<file path="src/rtl/ssd_scan_driver_pkg.sv">
// Shared constants and the hex-to-segment table for the seven-segment scan driver.
// Segment codes are {a,b,c,d,e,f,g}, active-low.
package ssd_scan_driver_pkg;

    localparam logic [7:0] SEG_OFF = 8'hFF;

    function automatic logic [6:0] hex7(input logic [3:0] nib);
        logic [6:0] code;
        case (nib)
            4'h0: code = 7'b0000001;
            4'h1: code = 7'b1001111;
            4'h2: code = 7'b0010010;
            4'h3: code = 7'b0000110;
            4'h4: code = 7'b1001100;
            4'h5: code = 7'b0100100;
            4'h6: code = 7'b0100000;
            4'h7: code = 7'b0001111;
            4'h8: code = 7'b0000000;
            4'h9: code = 7'b0000100;
            4'hA: code = 7'b0001000;
            4'hB: code = 7'b1100000;
            4'hC: code = 7'b0110001;
            4'hD: code = 7'b1000010;
            4'hE: code = 7'b0110000;
            default: code = 7'b0111000;
        endcase
        return code;
    endfunction

endpackage

</file>
<file path="src/rtl/ssd_scan_driver_if.sv">
// Display-facing bundle: digit data and control from game logic, anode/segment pins out.
interface ssd_scan_driver_if #(
    parameter int NUM_DIGITS = 8
);
    logic [4*NUM_DIGITS-1:0] value;
    logic [NUM_DIGITS-1:0]   dp_mask;
    logic [NUM_DIGITS-1:0]   dig_en;
    logic                    lz_en;
    logic                    load;
    logic [NUM_DIGITS-1:0]   An;
    logic [7:0]              seg;
    logic                    frame_tick;

    modport master (
        output value, dp_mask, dig_en, lz_en, load,
        input  An, seg, frame_tick
    );

    modport slave (
        input  value, dp_mask, dig_en, lz_en, load,
        output An, seg, frame_tick
    );
endinterface

</file>
<file path="src/rtl/ssd_scan_driver_hex_to_ssd.sv">
// Combinational 4-bit to 7-segment decoder, active-low abcdefg.
module hex_to_ssd
    import ssd_scan_driver_pkg::*;
(
    input  logic [3:0] nib_i,
    output logic [6:0] seg7_o
);
    assign seg7_o = hex7(nib_i);
endmodule

</file>
<file path="src/rtl/ssd_scan_driver.sv">
// Time-multiplexed seven-segment scanner with frame-aligned double buffering,
// anti-ghost blanking at the start of every dwell and optional leading-zero suppression.
module ssd_scan_driver
    import ssd_scan_driver_pkg::*;
#(
    parameter int NUM_DIGITS   = 8,
    parameter int SCAN_DIV     = 18,
    parameter int BLANK_CYCLES = 64
) (
    input  logic            ClkPort,
    input  logic            Reset,
    ssd_scan_driver_if.slave bus
);
    localparam int IDX_W = (NUM_DIGITS > 1) ? $clog2(NUM_DIGITS) : 1;
    localparam logic [IDX_W-1:0]    LAST_IDX  = IDX_W'(NUM_DIGITS - 1);
    localparam logic [SCAN_DIV-1:0] BLANK_LIM = SCAN_DIV'(BLANK_CYCLES);

    typedef struct packed {
        logic [4*NUM_DIGITS-1:0] value;
        logic [NUM_DIGITS-1:0]   dp;
        logic [NUM_DIGITS-1:0]   en;
    } frame_buf_t;

    logic [SCAN_DIV-1:0]   prescaler_q, prescaler_d;
    logic [IDX_W-1:0]      idx_q, idx_d;
    frame_buf_t            pend_q, pend_d, shadow_q, shadow_d, in_buf;
    logic                  pend_valid_q, pend_valid_d;
    logic [NUM_DIGITS-1:0] an_q, an_d;
    logic [7:0]            seg_q, seg_d;
    logic                  frame_tick_q, frame_tick_d;

    logic                  term, wrap, blank, zero_above;
    logic [NUM_DIGITS-1:0] lz_blank;
    logic [3:0]            nib;
    logic [6:0]            seg7;

    assign in_buf = '{value: bus.value, dp: bus.dp_mask, en: bus.dig_en};
    assign term   = &prescaler_q;
    assign wrap   = term && (idx_q == LAST_IDX);

    // NOTE: every _d is given its default first, so no branch can leave a latch behind.
    always_comb begin
        prescaler_d  = prescaler_q + 1'b1;
        idx_d        = idx_q;
        pend_d       = bus.load ? in_buf : pend_q;
        pend_valid_d = pend_valid_q | bus.load;
        shadow_d     = shadow_q;
        frame_tick_d = wrap;
        if (term) begin
            idx_d = wrap ? '0 : idx_q + 1'b1;
        end
        // A load landing on the wrap edge beats anything still pending.
        if (wrap) begin
            if (bus.load) begin
                shadow_d = in_buf;
            end else if (pend_valid_q) begin
                shadow_d = pend_q;
            end
            pend_valid_d = 1'b0;
        end
    end

    // Digit i is a leading zero when it and every digit above it hold 0; digit 0 always shows.
    always_comb begin
        zero_above = 1'b1;
        lz_blank   = '0;
        for (int i = NUM_DIGITS - 1; i > 0; i--) begin
            zero_above  = zero_above & (shadow_q.value[4*i +: 4] == 4'h0);
            lz_blank[i] = bus.lz_en & zero_above;
        end
    end

    assign nib = shadow_q.value[{idx_q, 2'b00} +: 4];

    hex_to_ssd u_hex (
        .nib_i  (nib),
        .seg7_o (seg7)
    );

    always_comb begin
        blank = (prescaler_q < BLANK_LIM) | ~shadow_q.en[idx_q] | lz_blank[idx_q];
        an_d  = blank ? '1 : ~(NUM_DIGITS'(1) << idx_q);
        seg_d = blank ? SEG_OFF : {seg7, ~shadow_q.dp[idx_q]};
    end

    // NOTE: state registers use non-blocking assignment only; reset is synchronous and wins.
    always_ff @(posedge ClkPort) begin
        if (Reset) begin
            prescaler_q  <= '0;
            idx_q        <= '0;
            pend_q       <= '0;
            pend_valid_q <= 1'b0;
            shadow_q     <= '0;
            an_q         <= '1;
            seg_q        <= SEG_OFF;
            frame_tick_q <= 1'b0;
        end else begin
            prescaler_q  <= prescaler_d;
            idx_q        <= idx_d;
            pend_q       <= pend_d;
            pend_valid_q <= pend_valid_d;
            shadow_q     <= shadow_d;
            an_q         <= an_d;
            seg_q        <= seg_d;
            frame_tick_q <= frame_tick_d;
        end
    end

    assign bus.An         = an_q;
    assign bus.seg        = seg_q;
    assign bus.frame_tick = frame_tick_q;

endmodule

</file>
<file path="src/flat_wrapper.sv">
// flat-port wrapper written by rule: the top's interface ports become plain ports
module ssd_scan_driver_flat import ssd_scan_driver_pkg::*;
#(
    parameter int NUM_DIGITS   = 8,
    parameter int SCAN_DIV     = 18,
    parameter int BLANK_CYCLES = 64
)
  (ClkPort, Reset, bus_value, bus_dp_mask, bus_dig_en, bus_lz_en, bus_load, bus_An, bus_seg, bus_frame_tick);
  ssd_scan_driver_if #(.NUM_DIGITS(NUM_DIGITS)) bus_i ();
  input  logic ClkPort;
  input  logic Reset;
  input wire logic [$bits(bus_i.value)-1:0] bus_value;
  input wire logic [$bits(bus_i.dp_mask)-1:0] bus_dp_mask;
  input wire logic [$bits(bus_i.dig_en)-1:0] bus_dig_en;
  input wire logic [$bits(bus_i.lz_en)-1:0] bus_lz_en;
  input wire logic [$bits(bus_i.load)-1:0] bus_load;
  output wire logic [$bits(bus_i.An)-1:0] bus_An;
  output wire logic [$bits(bus_i.seg)-1:0] bus_seg;
  output wire logic [$bits(bus_i.frame_tick)-1:0] bus_frame_tick;
  assign bus_i.value = bus_value;
  assign bus_i.dp_mask = bus_dp_mask;
  assign bus_i.dig_en = bus_dig_en;
  assign bus_i.lz_en = bus_lz_en;
  assign bus_i.load = bus_load;
  assign bus_An = bus_i.An;
  assign bus_seg = bus_i.seg;
  assign bus_frame_tick = bus_i.frame_tick;
  ssd_scan_driver #(.NUM_DIGITS(NUM_DIGITS), .SCAN_DIV(SCAN_DIV), .BLANK_CYCLES(BLANK_CYCLES)) u_core (.ClkPort(ClkPort), .Reset(Reset), .bus(bus_i));
endmodule
</file>
<file path="config.mk">
export PLATFORM = sky130hd
export DESIGN_NAME = ssd_scan_driver_flat
export DESIGN_NICKNAME = d
export VERILOG_FILES = /design/src/rtl/ssd_scan_driver_pkg.sv /design/src/rtl/ssd_scan_driver_if.sv /design/src/rtl/ssd_scan_driver_hex_to_ssd.sv /design/src/rtl/ssd_scan_driver.sv /design/src/flat_wrapper.sv
export SDC_FILE = /design/constraint.sdc
export NUM_CORES = 1
export LEC_CHECK = 0
export ABC_AREA = 1
export ABC_CLOCK_PERIOD_IN_PS = 2200
export BUFFER_PORTS_ARGS = -buffer_cell sky130_fd_sc_hd__buf_2
export CAP_MARGIN = 25
export CORE_ASPECT_RATIO = 1.2
export CORE_MARGIN = 2
export CORE_UTILIZATION = 61
export CTS_BUF_LIST = sky130_fd_sc_hd__clkbuf_4 sky130_fd_sc_hd__clkbuf_8
export DETAILED_ROUTE_END_ITERATION = 10
export GPL_ROUTABILITY_DRIVEN = 0
export GPL_TIMING_DRIVEN = 0
export PLACE_DENSITY = 0.94
export SETUP_SLACK_MARGIN = 0.02
export SYNTH_ARGS = -nofsm -noshare
export SYNTH_HDL_FRONTEND = slang
export SYNTH_SLANG_ARGS = --single-unit
</file>
<file path="constraint.sdc">
create_clock -name ClkPort -period 2.2 [get_ports ClkPort]
set_input_delay 0 -clock ClkPort [delete_from_list [all_inputs] [get_ports ClkPort]]
set_output_delay 0 -clock ClkPort [all_outputs]
set_load 0.05 [all_outputs]
</file>
==> results.md <==
* Syn_nets at 947
* Port Buffers at 66
* First-pass GRT wire length at 30.51 mm
* Initial antenna violation count at 0
* Max-cap violations at 0
* HP Start: bus_dp_mask[7]
* Max incr delay on CP at 0.39 ns
* Antenna-violating nets left at 0
* Die H at 115.4 um
* DP HPWL at 10.96 mm
* Hold slack at -0.002210 ns
* Initial Util at a little over three fifths
* Total wire length at approximately 19 mm
* Critical path's slowest cell: dfxtp_2
* Clk_skew at 0.007117 ns
* Global route overflow at 0
* Clk buf depth at 2
* Clock sinks at ~140
* RSZ-0062 raised after global routing: no
* RR Startpoint: u_core.prescaler_q[0]
* Largest net degree at the start of global routing at 17
* Post-synth cell types at 36
* Dpl ws at 0.04223 ns
* Element type at the critical path start: flop
* Tightest Hold Check Type: in2reg
* Placeable Area at 10060 um^2
* Area of the die at 11180 um^2
* Yosys warning count at 0
* Vias in the first global route at approximately 6600
* Ports at 69
* P&R area growth vs syn at 23.27%
* H-tree Lvls at 4
* R2r endpoint: u_core.shadow_q[2]
* Hold endpoint: u_core.pend_q[15]
* Critical path arrival at 2.42 ns
* Worst Setup Slack, final at roughly 0.16 ns
* Reg clk slew, reported paths at 0.07 ns
* Final hold violation count at 1
* Clock root buffer: clkbuf_8
* Reg2Reg Depth at 10
* TritonRoute pass-1 iters at 7
* Cell area after synthesis at 6314 um^2
* Vias/cell at roughly 5.8
* Total track usage at 34.20%
* Max Clk Rate at 0.4901 GHz
* Ys flop type: dfxtp_1
* Nets at 1086
* Skew-Pair Late Insertion Delay at 0.46 ns
* Syn_area_per_cell at 7.158 um^2
* Fin crit period at 2.040 ns
* Pleak at 3.384 nW
* CTS tree: yes
* Crit path max fanout at 10
* Mapped Cells at 882
* Die Span X at 96.87 um
* Outcome: finished with violations
* Post-synthesis sequential area ratio at 42.81%
* Share of synthesized registers carrying an async set or reset at 0%
* CTS Buf Count at 17
* Endpoints failing setup at 0
* Total number of vias at about 6700
* #FFs+latches synth at 135
* Tightest Pin Transition at between 0.7 and 0.8 ns
* Antenna cells at 0
* Reg2reg setup slack at between 0.15 and 0.2 ns
* Period utilisation layout at 92.75%
* CP Capture Type: flop
* Final Max Tran Viols at 0
* Required time worst endpoint at 2.58 ns
* Critical-path cell list: ha_1 > nand2_1 > nor2_4 > nand2_4 > nor2_4 > nand2_4 > nor2_8 > clkbuf_4 > nand3_1 > a21oi_1
* PwrDens at 656.6 nW/um^2
* Iter 0 DRT Violations at 761
* Setup TNS at 0 ns
* EDFF count, synth at 0
* Row cnt at 40
* Share of cells above drive strength 1 at between 10% and 20%
* Drt wl/cell at 16.38 um
* Setup Crit Path Kind: reg2reg
* Peak VDD IR at 0.4188 mV
* Min-Delay Path Depth at 4
* Slew Limit Headroom at between 50% and 60%
* # DRC at 0
* Violated checks: negative hold slack
[synthesized netlist by cell type (10+ instances only)]
master	n	area, um^2
a21oi_1	53	265.3
a21oi_2	11	96.34
buf_2	18	90.09
clkbuf_1	25	93.84
dfxtp_1	135	2703
ha_1	13	162.7
inv_1	101	379.1
nand2_1	169	634.4
nand3_1	99	495.5
nand3_2	10	100.1
nor2_1	101	379.1
o21ai_0	56	280.3
or2_0	10	62.56
or2_2	38	237.7
[timing repair]
action	4_1_cts	5_1_grt
hold buffers	53	0
endpoints found under the hold margin	47	0
gates resized for setup	3	8
pin swaps	0	1
cloned	0	0
buffers inserted	0	1
endpoints found under the setup margin	3	26
[routing by layer]
metal  GRT usage [%]  share of wire (%)  up-vias
met4           26.10                6.7        0
met2           58.01                 48      471
li1                -                  -     3069
met1           37.70                 36     2991
met3           7.720                9.2      145
met5               0                  0        -
[placed cells by master, fill, tap and decap left out, drive strengths merged, types with 3 or more instances in the layout]
cell	netlist	layout
nor3	4	4
clkbuf	25	54
o21ai	57	57
dfxtp	135	135
o211ai	3	3
o21a	3	3
a21oi	64	64
dlygate4sd3	0	53
ha	13	13
clkinv	1	5
inv	102	102
buf	24	87
nand3	109	109
nand4	3	3
or2	48	48
nor2	107	107
nand2	174	174
[final cells by class]
| class | instances | area, um^2 |
|---|---|---|
| clock buffers | 25 | 325.3 |
| repair buffers | 120 | 868.3 |
| multi-input cells | 595 | 2994 |
| clock inverters | 7 | 91.34 |
| well taps | 126 | 157.7 |
| inverters | 103 | 386.6 |
| plain buffers | 49 | 254.0 |
| fillers | 602 | 2277 |
| flip-flops and latches | 135 | 2705 |
[where the power goes]
part	switching, mW	leakage, nW	total [mW]	internal (mW)
Combinational	0.238	2.07	0.420	0.181
Clock	0.968	0.216	2.16	1.19
Sequential	0.0211	1.10	2.53	2.51
Total	1.23	3.38	5.11	3.88
[critical path: cells and delay by family (launching register included)]
family | cells | cell delay, ns
adders and majority gates | 1 | 0.18
and+or+nand+nor | 7 | 0.95
DFF | 1 | 0.39
AOI/OAI and AO/OA | 1 | 0.21
buffers and inverters | 1 | 0.23
[cell families after synthesis]
| group | count (synthesis) | synth area share, % |
|---|---|---|
| buf+inv | 152 | 9.810 |
| simple gates | 449 | 33.04 |
| flops | 135 | 42.81 |
| fa+ha+maj | 13 | 2.576 |
| compound gates | 129 | 11.22 |
| xor+xnor | 4 | 0.5550 |
[metrics by stage]
step	power, mW	util, %	instances	hold slack [ns]	cell area, um^2
floorplan	2.781	-	882	0.2399	6314
global placement	2.879	67.61	1074	0.3567	6802
detailed placement	2.892	67.61	1074	0.3705	6802
CTS	5.052	77.10	1159	0.008746	7756
global route	5.235	77.36	1160	0.04291	7782
finish	5.110	77.36	1160	-0.002210	7782
[registers in the layout (all words and copies together) (netlist names)]
register,count
u_core.pend_valid_q,1
u_core.bus.An,8
u_core.shadow_q,48
u_core.idx_q,3
u_core.bus.seg,8
u_core.pend_q,48
u_core.bus.frame_tick,1
u_core.prescaler_q,18
[worst max path at each step]
stage                                from                 end  slack [ns]  depth (start not counted)
global route        u_core.prescaler_q[0]  u_core.shadow_q[2]        0.02                         10
finish              u_core.prescaler_q[0]  u_core.shadow_q[2]        0.16                         10
floorplan                 u_core.idx_q[0]   u_core.bus.seg[2]        0.44                         13
CTS                       u_core.idx_q[1]   u_core.bus.seg[1]        0.06                         12
detailed placement        u_core.idx_q[0]   u_core.bus.seg[1]        0.04                         12
global placement          u_core.idx_q[0]   u_core.bus.seg[4]        0.08                         13
(Power assumes the default switching activity.)
